### src/rtl/regalu_sequencer.sv
// rtl/regalu_sequencer.sv - program-table micro-op sequencer driving the RegFile_Alu control inputs
module regalu_sequencer #(
    parameter int AW = 4,
    parameter int FW = 5
) (
    input  logic          Clk,
    input  logic          Rst,
    input  logic          ProgWe,
    input  logic [AW-1:0] ProgAddr,
    input  logic [28:0]   ProgData,
    input  logic          Start,
    input  logic [AW:0]   Length,
    input  logic [FW-1:0] StopMask,
    input  logic [FW-1:0] Flags,
    output logic [3:0]    RdestRegLoc,
    output logic [3:0]    RsrcRegLoc,
    output logic [3:0]    OpCode,
    output logic [15:0]   Imm,
    output logic          Imm_s,
    output logic          En,
    output logic [AW-1:0] Pc,
    output logic          Busy,
    output logic          Done,
    output logic          Aborted
);

    typedef enum logic [1:0] {
        IDLE = 2'd0,
        RUN  = 2'd1,
        FIN  = 2'd2
    } state_t;

    localparam logic [AW:0] DEPTH = {1'b1, {AW{1'b0}}};

    state_t        state;
    logic [AW:0]   len_q;
    logic [FW-1:0] mask_q;
    logic [28:0]   mem [0:(1<<AW)-1];

    logic [AW:0]   len_in;
    logic [AW:0]   len_last;
    logic [AW-1:0] next_addr;
    logic [28:0]   next_entry;
    logic          flag_hit;
    logic          last_entry;

    always_comb begin
        len_in     = (Length > DEPTH) ? DEPTH : Length;
        len_last   = len_q - (AW+1)'(1);
        next_addr  = (state == IDLE) ? '0 : Pc + AW'(1);
        next_entry = mem[next_addr];
        flag_hit   = |(Flags & mask_q);
        last_entry = ({1'b0, Pc} == len_last);
    end

    // Table is deliberately not reset; writes are only accepted while idle.
    always_ff @(posedge Clk) begin
        if (ProgWe && state == IDLE) begin
            mem[ProgAddr] <= ProgData;
        end
    end

    always_ff @(posedge Clk or posedge Rst) begin
        if (Rst) begin
            state       <= IDLE;
            len_q       <= '0;
            mask_q      <= '0;
            RdestRegLoc <= '0;
            RsrcRegLoc  <= '0;
            OpCode      <= '0;
            Imm         <= '0;
            Imm_s       <= 1'b0;
            En          <= 1'b0;
            Pc          <= '0;
            Busy        <= 1'b0;
            Done        <= 1'b0;
            Aborted     <= 1'b0;
        end else begin
            Done <= 1'b0;
            case (state)
                IDLE: begin
                    if (Start) begin
                        len_q   <= len_in;
                        mask_q  <= StopMask;
                        Aborted <= 1'b0;
                        if (len_in == '0) begin
                            Done  <= 1'b1;
                            state <= FIN;
                        end else begin
                            OpCode      <= next_entry[28:25];
                            RdestRegLoc <= next_entry[24:21];
                            RsrcRegLoc  <= next_entry[20:17];
                            Imm_s       <= next_entry[16];
                            Imm         <= next_entry[15:0];
                            Pc          <= '0;
                            En          <= 1'b1;
                            Busy        <= 1'b1;
                            state       <= RUN;
                        end
                    end
                end
                RUN: begin
                    // The entry being driven commits at this same edge even on abort.
                    if (flag_hit || last_entry) begin
                        En      <= 1'b0;
                        Busy    <= 1'b0;
                        Done    <= 1'b1;
                        Aborted <= flag_hit;
                        state   <= FIN;
                    end else begin
                        OpCode      <= next_entry[28:25];
                        RdestRegLoc <= next_entry[24:21];
                        RsrcRegLoc  <= next_entry[20:17];
                        Imm_s       <= next_entry[16];
                        Imm         <= next_entry[15:0];
                        Pc          <= next_addr;
                    end
                end
                FIN: begin
                    state <= IDLE;
                end
                default: begin
                    state <= IDLE;
                end
            endcase
        end
    end

endmodule

### config.mk
export PLATFORM = sky130hd
export DESIGN_NAME = regalu_sequencer
export DESIGN_NICKNAME = d
export VERILOG_FILES = /design/src/rtl/regalu_sequencer.sv
export SDC_FILE = /design/constraint.sdc
export NUM_CORES = 1
export LEC_CHECK = 0
export CORE_ASPECT_RATIO = 0.5
export CORE_UTILIZATION = 35
export DETAILED_ROUTE_END_ITERATION = 12
export PLACE_DENSITY = 0.51
export RECOVER_POWER = 25
export SYNTH_ARGS = -nofsm -noshare
export SYNTH_HDL_FRONTEND = slang
export SYNTH_SLANG_ARGS = --single-unit
### constraint.sdc
create_clock -name Clk -period 3.9 [get_ports Clk]
set_input_delay 0.78 -clock Clk [delete_from_list [all_inputs] [get_ports Clk]]
set_output_delay 0.78 -clock Clk [all_outputs]
set_load 0.02 [all_outputs]
# Yosys cells after proc, flatten, opt, wreduce, memory -nomap -nowiden
# Memories as Yosys holds them, arrays and structs flattened.
# Cells that the tools add are included.
[classes]
addsub = 2
magnitude_cmp = 1
eq_ne = 6
mux = 43
n_bitwise = 1
reduce_logical = 11
[ops]
columns = ["cell", "n"]
rows = [
  ["4-bit two-way mux", 13],
  ["16-bit two-way mux", 3],
  ["16-bit case mux with 2 select lines", 1],
  ["4-bit case mux with 2 select lines", 4],
  ["1-bit two-way mux", 13],
  ["2-bit != test, second input constant", 4],
  ["1-bit case mux with 2 select lines", 4],
  ["4-bit AND reduction", 2],
  ["2-bit two-way mux", 3],
  ["5-bit AND", 1],
  ["4-bit by 5-bit equality test with 1-bit output", 1],
  ["5-bit > comparator, second input constant", 1],
  ["5-bit logical NOT", 1],
  ["5-bit two-way mux", 1],
  ["5-bit OR reduction", 1],
  ["5-bit by 1-bit subtractor with 5-bit output, second input constant", 1],
  ["4-bit by 1-bit adder with 4-bit output, second input constant", 1],
  ["2-bit case mux with 2 select lines", 1],
  ["2-bit AND reduction", 2],
  ["3-bit AND reduction", 1],
  ["2-bit by 1-bit equality test with 1-bit output, second input constant", 1],
  ["2-bit logical NOT", 1],
  ["2-bit nonzero test", 1],
  ["1-bit logical AND", 1],
  ["1-bit logical OR", 1],
]
[word_totals]
reg_bits = 48
ramBits = 464
in_bits = 52
output_inout_bits = 37
word_cells = 77
mem_count = 1
[mem_list]
columns = ["name", "words", "word_bits", "rd", "rd_clocked_by_memory_dff", "wr", "line_no", "rtl"]
rows = [
  ["mem", 16, 29, 1, 0, 1, "38", "logic [28:0] mem [0:(1<<AW)-1];"],
]

# Logic depth before layout (Yosys ltp)
[depth]
word_depth = 6
depth_mapped = 10

# Least setup slack after synthesis
# OpenSTA, ideal clock, no wires.
[synth_path]
kind = "register to register"
start = "register state[0]"
end = "memory mem[0][0] (enable)"
t_arrival_ns = 3.516
setup_slack_ns = -0.067
stages_incl_launch_ff = 7
n_path_buf = 2
period_less_slack_ns = 3.967
path_cell_list = "dfrtp_1 nor2_1 buf_2 buf_2 nand2_1 or3_1 nor3_1"
[synth_via]
elab_chain_len = 4
[synth_lines]
columns = ["item", "line_no", "rtl"]
rows = [
  ["start, declared", "35", "state_t state;"],
  ["start signal, assigned", "65", "state <= IDLE;"],
  ["start signal, assigned", "88", "state <= FIN;"],
  ["start signal, assigned", "98", "state <= RUN;"],
  ["2-bit logical NOT", "58", "if (ProgWe && state == IDLE) begin"],
  ["1-bit logical AND", "58", ""],
  ["1-bit two-way mux", "58", ""],
  ["1-bit two-way mux (implied by the code)", "59", "mem[ProgAddr] <= ProgData;"],
  ["end, declared", "38", ""],
]
# Every way passes these cells.

# Worst setup path in the final report
[layout_path]
start = "register Pc[0]"
end = "register Imm[15]"
[layout_via]
elab_chain_len = 6
elab_cells_between_ends = 11
[layout_lines]
columns = ["item", "line_no", "rtl"]
rows = [
  ["start, declared", "21", "output logic [AW-1:0] Pc,"],
  ["start signal, assigned", "116", "Pc <= next_addr;"],
  ["4-bit by 1-bit adder with 4-bit output", "50", "next_addr = (state == IDLE) ? '0 : Pc + AW'(1);"],
  ["4-bit two-way mux", "50", ""],
  ["memory read 16 x 29 bit", "n/a", ""],
  ["16-bit two-way mux", "86", "if (len_in == '0) begin"],
  ["16-bit two-way mux", "82", "if (Start) begin"],
  ["16-bit case mux with 2 select lines", "80", "case (state)"],
  ["end signal, assigned", "94", "Imm <= next_entry[15:0];"],
  ["end signal, assigned", "115", "Imm <= next_entry[15:0];"],
  ["end, declared", "18", "output logic [15:0] Imm,"],
]
# Parallel ways exist; a longest one is shown, timed or not. The select of a mux whose other input is x is not followed.
# A chain may end at the register's enable or synchronous reset.

==> results_dict.tcl <==
set metrics [dict create \
    initial_antenna_violation_count 0 \
    overall_die_area_mm2 0.0596 \
    synth_sequential_area_ratio_pct 73.9 \
    postSynthAreaPerCell_um2 15.4 \
    grt_max_degree 133 \
    final.period_utilization_pct 94.0 \
    share_of_flip_flops_with_an_asynchronous_set_or_reset_after_synthesis_pct 9.38 \
    buffer_ports.inserted 88 \
    routabilityCongestion 0.789 \
    boundaryPins 89 \
    grt_pass1_wl_um 81000 \
    ctsResizeCount 0 \
    antenna_cells_inserted 0 \
    synthesis.area_mm2 0.0205 \
    buffer_type_at_the_clock_tree_root "clkbuf_16" \
    cts_htree_levels 2 \
    crit_fanout 132 \
    timing.slew.headroom_pct 18.9 \
    areaGrowthSynthToFinish_pct 17.7 \
    total_routing_resource_utilization_after_global_routing_pct 18.4 \
    vias 12100 \
    detail_route.wl_per_cell_um 25.0 \
    cts_buffer_depth 3 \
    synth_seq_cells 512 \
    power.ir.vdd_worst_mv 0.268 \
    min_period_ps 3670 \
    detail-route-antenna-nets 0 \
    critical_path.startpoint_type "register" \
    route.detailed.vias_per_inst 5.46 \
    setup.worst_path.end_class "register" \
    timing.clock.skew_ps 21.2 \
    power_density_mw_per_mm2 450 \
    yosysWarnings 0 \
    cts_inserted_buffers 48 \
    cts_num_sinks 512 \
    cap_viol_max_count 0 \
    postRouteWirelength_um 55300 \
    totalNegativeSetupSlack_ps 0 \
    min_path_type "register to register" \
    horizontal_die_dimension_um 344 \
    share_of_final_layout_standard_cells_stronger_than_drive_strength_1_pct 12.2 \
    hold_bufs_inserted_after_cts 0 \
    cts_tree "done" \
    syn_inst 1330 \
    worst_ep_arrival_time_ps 4090 \
    place_ws_ps 244 \
    chipHeight_um 173 \
    hold_viol_final 0 \
    grt_pass1_vias 12100 \
    nets 1462 \
    detailedRoute.firstIterationViolations 1028 \
    post-dp-hpwl_um 29700 \
    static_leakage_nw 7.39 \
    initial_core_util_pct 35.6 \
    drv_slew 0 \
    coreArea_mm2 0.0576 \
    worst-endpoint-required_ps 4320 \
    setup_violations 0 \
    synthesized_netlist_net_count 1384 \
    worst-setup-path-type "register to register" \
    dominantRegCellSynth "edfxtp_1" \
    clkSlewWorstSetupHoldPaths_ps 60 \
    route.detailed.drc 0 \
    synth_edf_count 464 \
    final_critical_path_setup_slack_ps 235 \
    clock_insertion_delay_worst_skew_ps 580 \
    post-cts-setup-buffer-count 0 \
    fin_worst_hold_slack_ps 512 \
    fin_cells 2214 \
    globalRoute.totalOverflow 0 \
    worst_pin_slew_ps 1220 \
    setup_repair_after_global_routing_missed_its_margin "no" \
    drt_pass1_iterations 6 \
    max_clock_freq_ghz 0.273 \
    filler_cell_count 5153 \
    totalPowerFinal_w 0.0109 \
    place_inst 2126 \
    floorplan.rows 62 \
    synth.distinct_cells 40 \
    run_status "complete, no violations" \
]
==> final cells by class <==
cell class	count	area [um2]	share of cell area, %
Sequential cell	512	15100	62.8
Multi-Input combinational cell	710	5080	21.1
Timing Repair Buffer	129	1340	5.55
Clock buffer	63	1320	5.46
Tap cell	768	961	3.98
Clock inverter	25	254	1.05
Inverter	7	26.3	0.109
==> path summary, 6_finish.rpt <==
| kind | from | end | slack [ps] | depth (start not counted) |
|---|---|---|---|---|
| min | mask_q[2]$_DFFE_PP0P_ | mask_q[2]$_DFFE_PP0P_ | 510 | 1 |
| max reg2reg | Pc[0]$_DFFE_PP0P_ | Imm[15]$_DFFE_PP0P_ | 230 | 7 |
| min in group asynchronous | Rst | len_q[0]$_DFFE_PP0P_ | 720 | 2 |
| max in group asynchronous | Rst | Pc[0]$_DFFE_PP0P_ | 2290 | 3 |
| max | Pc[0]$_DFFE_PP0P_ | Imm[15]$_DFFE_PP0P_ | 230 | 7 |
| min reg2reg | mask_q[2]$_DFFE_PP0P_ | mask_q[2]$_DFFE_PP0P_ | 510 | 1 |
==> critical path, cell delays in order (launching register included) <==
cell and delay [ps]:
dfrtp_4 420, buf_12 610, inv_2 470, buf_4 480, nor2_1 160, o21ai_0 80
a2111oi_1 880, o41ai_2 170
==> kinds of logic after synthesis <==
family,after synthesis,synth area share [%]
flops,512,73.9
simple gates,323,6.77
compound gates,256,10.5
mux,122,6.00
buf+inv,108,2.30
xor+xnor,7,0.373
fa+ha+maj,2,0.122
==> synthesized netlist by cell type, types with 8 or more instances <==
master	number	area (um2)
a221o_1	58	581
o21ai_0	67	335
clkbuf_1	67	251
o22ai_1	31	194
nor3_1	67	335
buf_2	20	100
mux2i_1	116	1160
o41ai_2	27	439
nand3_1	35	175
a2111oi_0	58	508
edfxtp_1	464	13900
nand2_1	70	263
dfrtp_1	48	1200
nor2_1	136	510
buf_1	8	30.0
==> power by group <==
| group | internal [W] | switching, W |
|---|---|---|
| logic | 0.0000442 | 0.000101 |
| registers | 0.00598 | 0 |
| clock network | 0.00266 | 0.00207 |
==> stage by stage <==
step,instance area (um2),util (%)
finish,24100,41.9
global route,24100,41.9
CTS,24100,41.9
detailed placement,22500,39.2
global placement,22500,39.2
floorplan,20500,-
==> registers in the layout, summed over array words and instances (netlist names), 2 cells and up <==
| register | flops |
|---|---|
| len_q | 5 |
| Imm | 16 |
| OpCode | 4 |
| state | 2 |
| mask_q | 5 |
| Pc | 4 |
| RdestRegLoc | 4 |
| RsrcRegLoc | 4 |
| mem | 464 |
==> cells in the final DEF (no fill, tap or decap), drive strengths merged, types with 29 or more instances in the layout <==
master / instances
edfxtp: 464
clkbuf: 63
buf: 41
nand2: 70
nand3: 35
a2111oi: 58
a221o: 58
mux2i: 116
clkdlybuf4s50: 69
nor2: 136
o22ai: 31
dfrtp: 48
o21ai: 70
nor3: 67
o41ai: 29
==> routing by layer <==
layer	global-route usage [%]	routed length [um]
met1	27.1	25900
met2	28.9	25500
met3	2.89	3180
met4	3.30	710
met5	0	0
No activity file was read; power rests on OpenSTA's default activity.
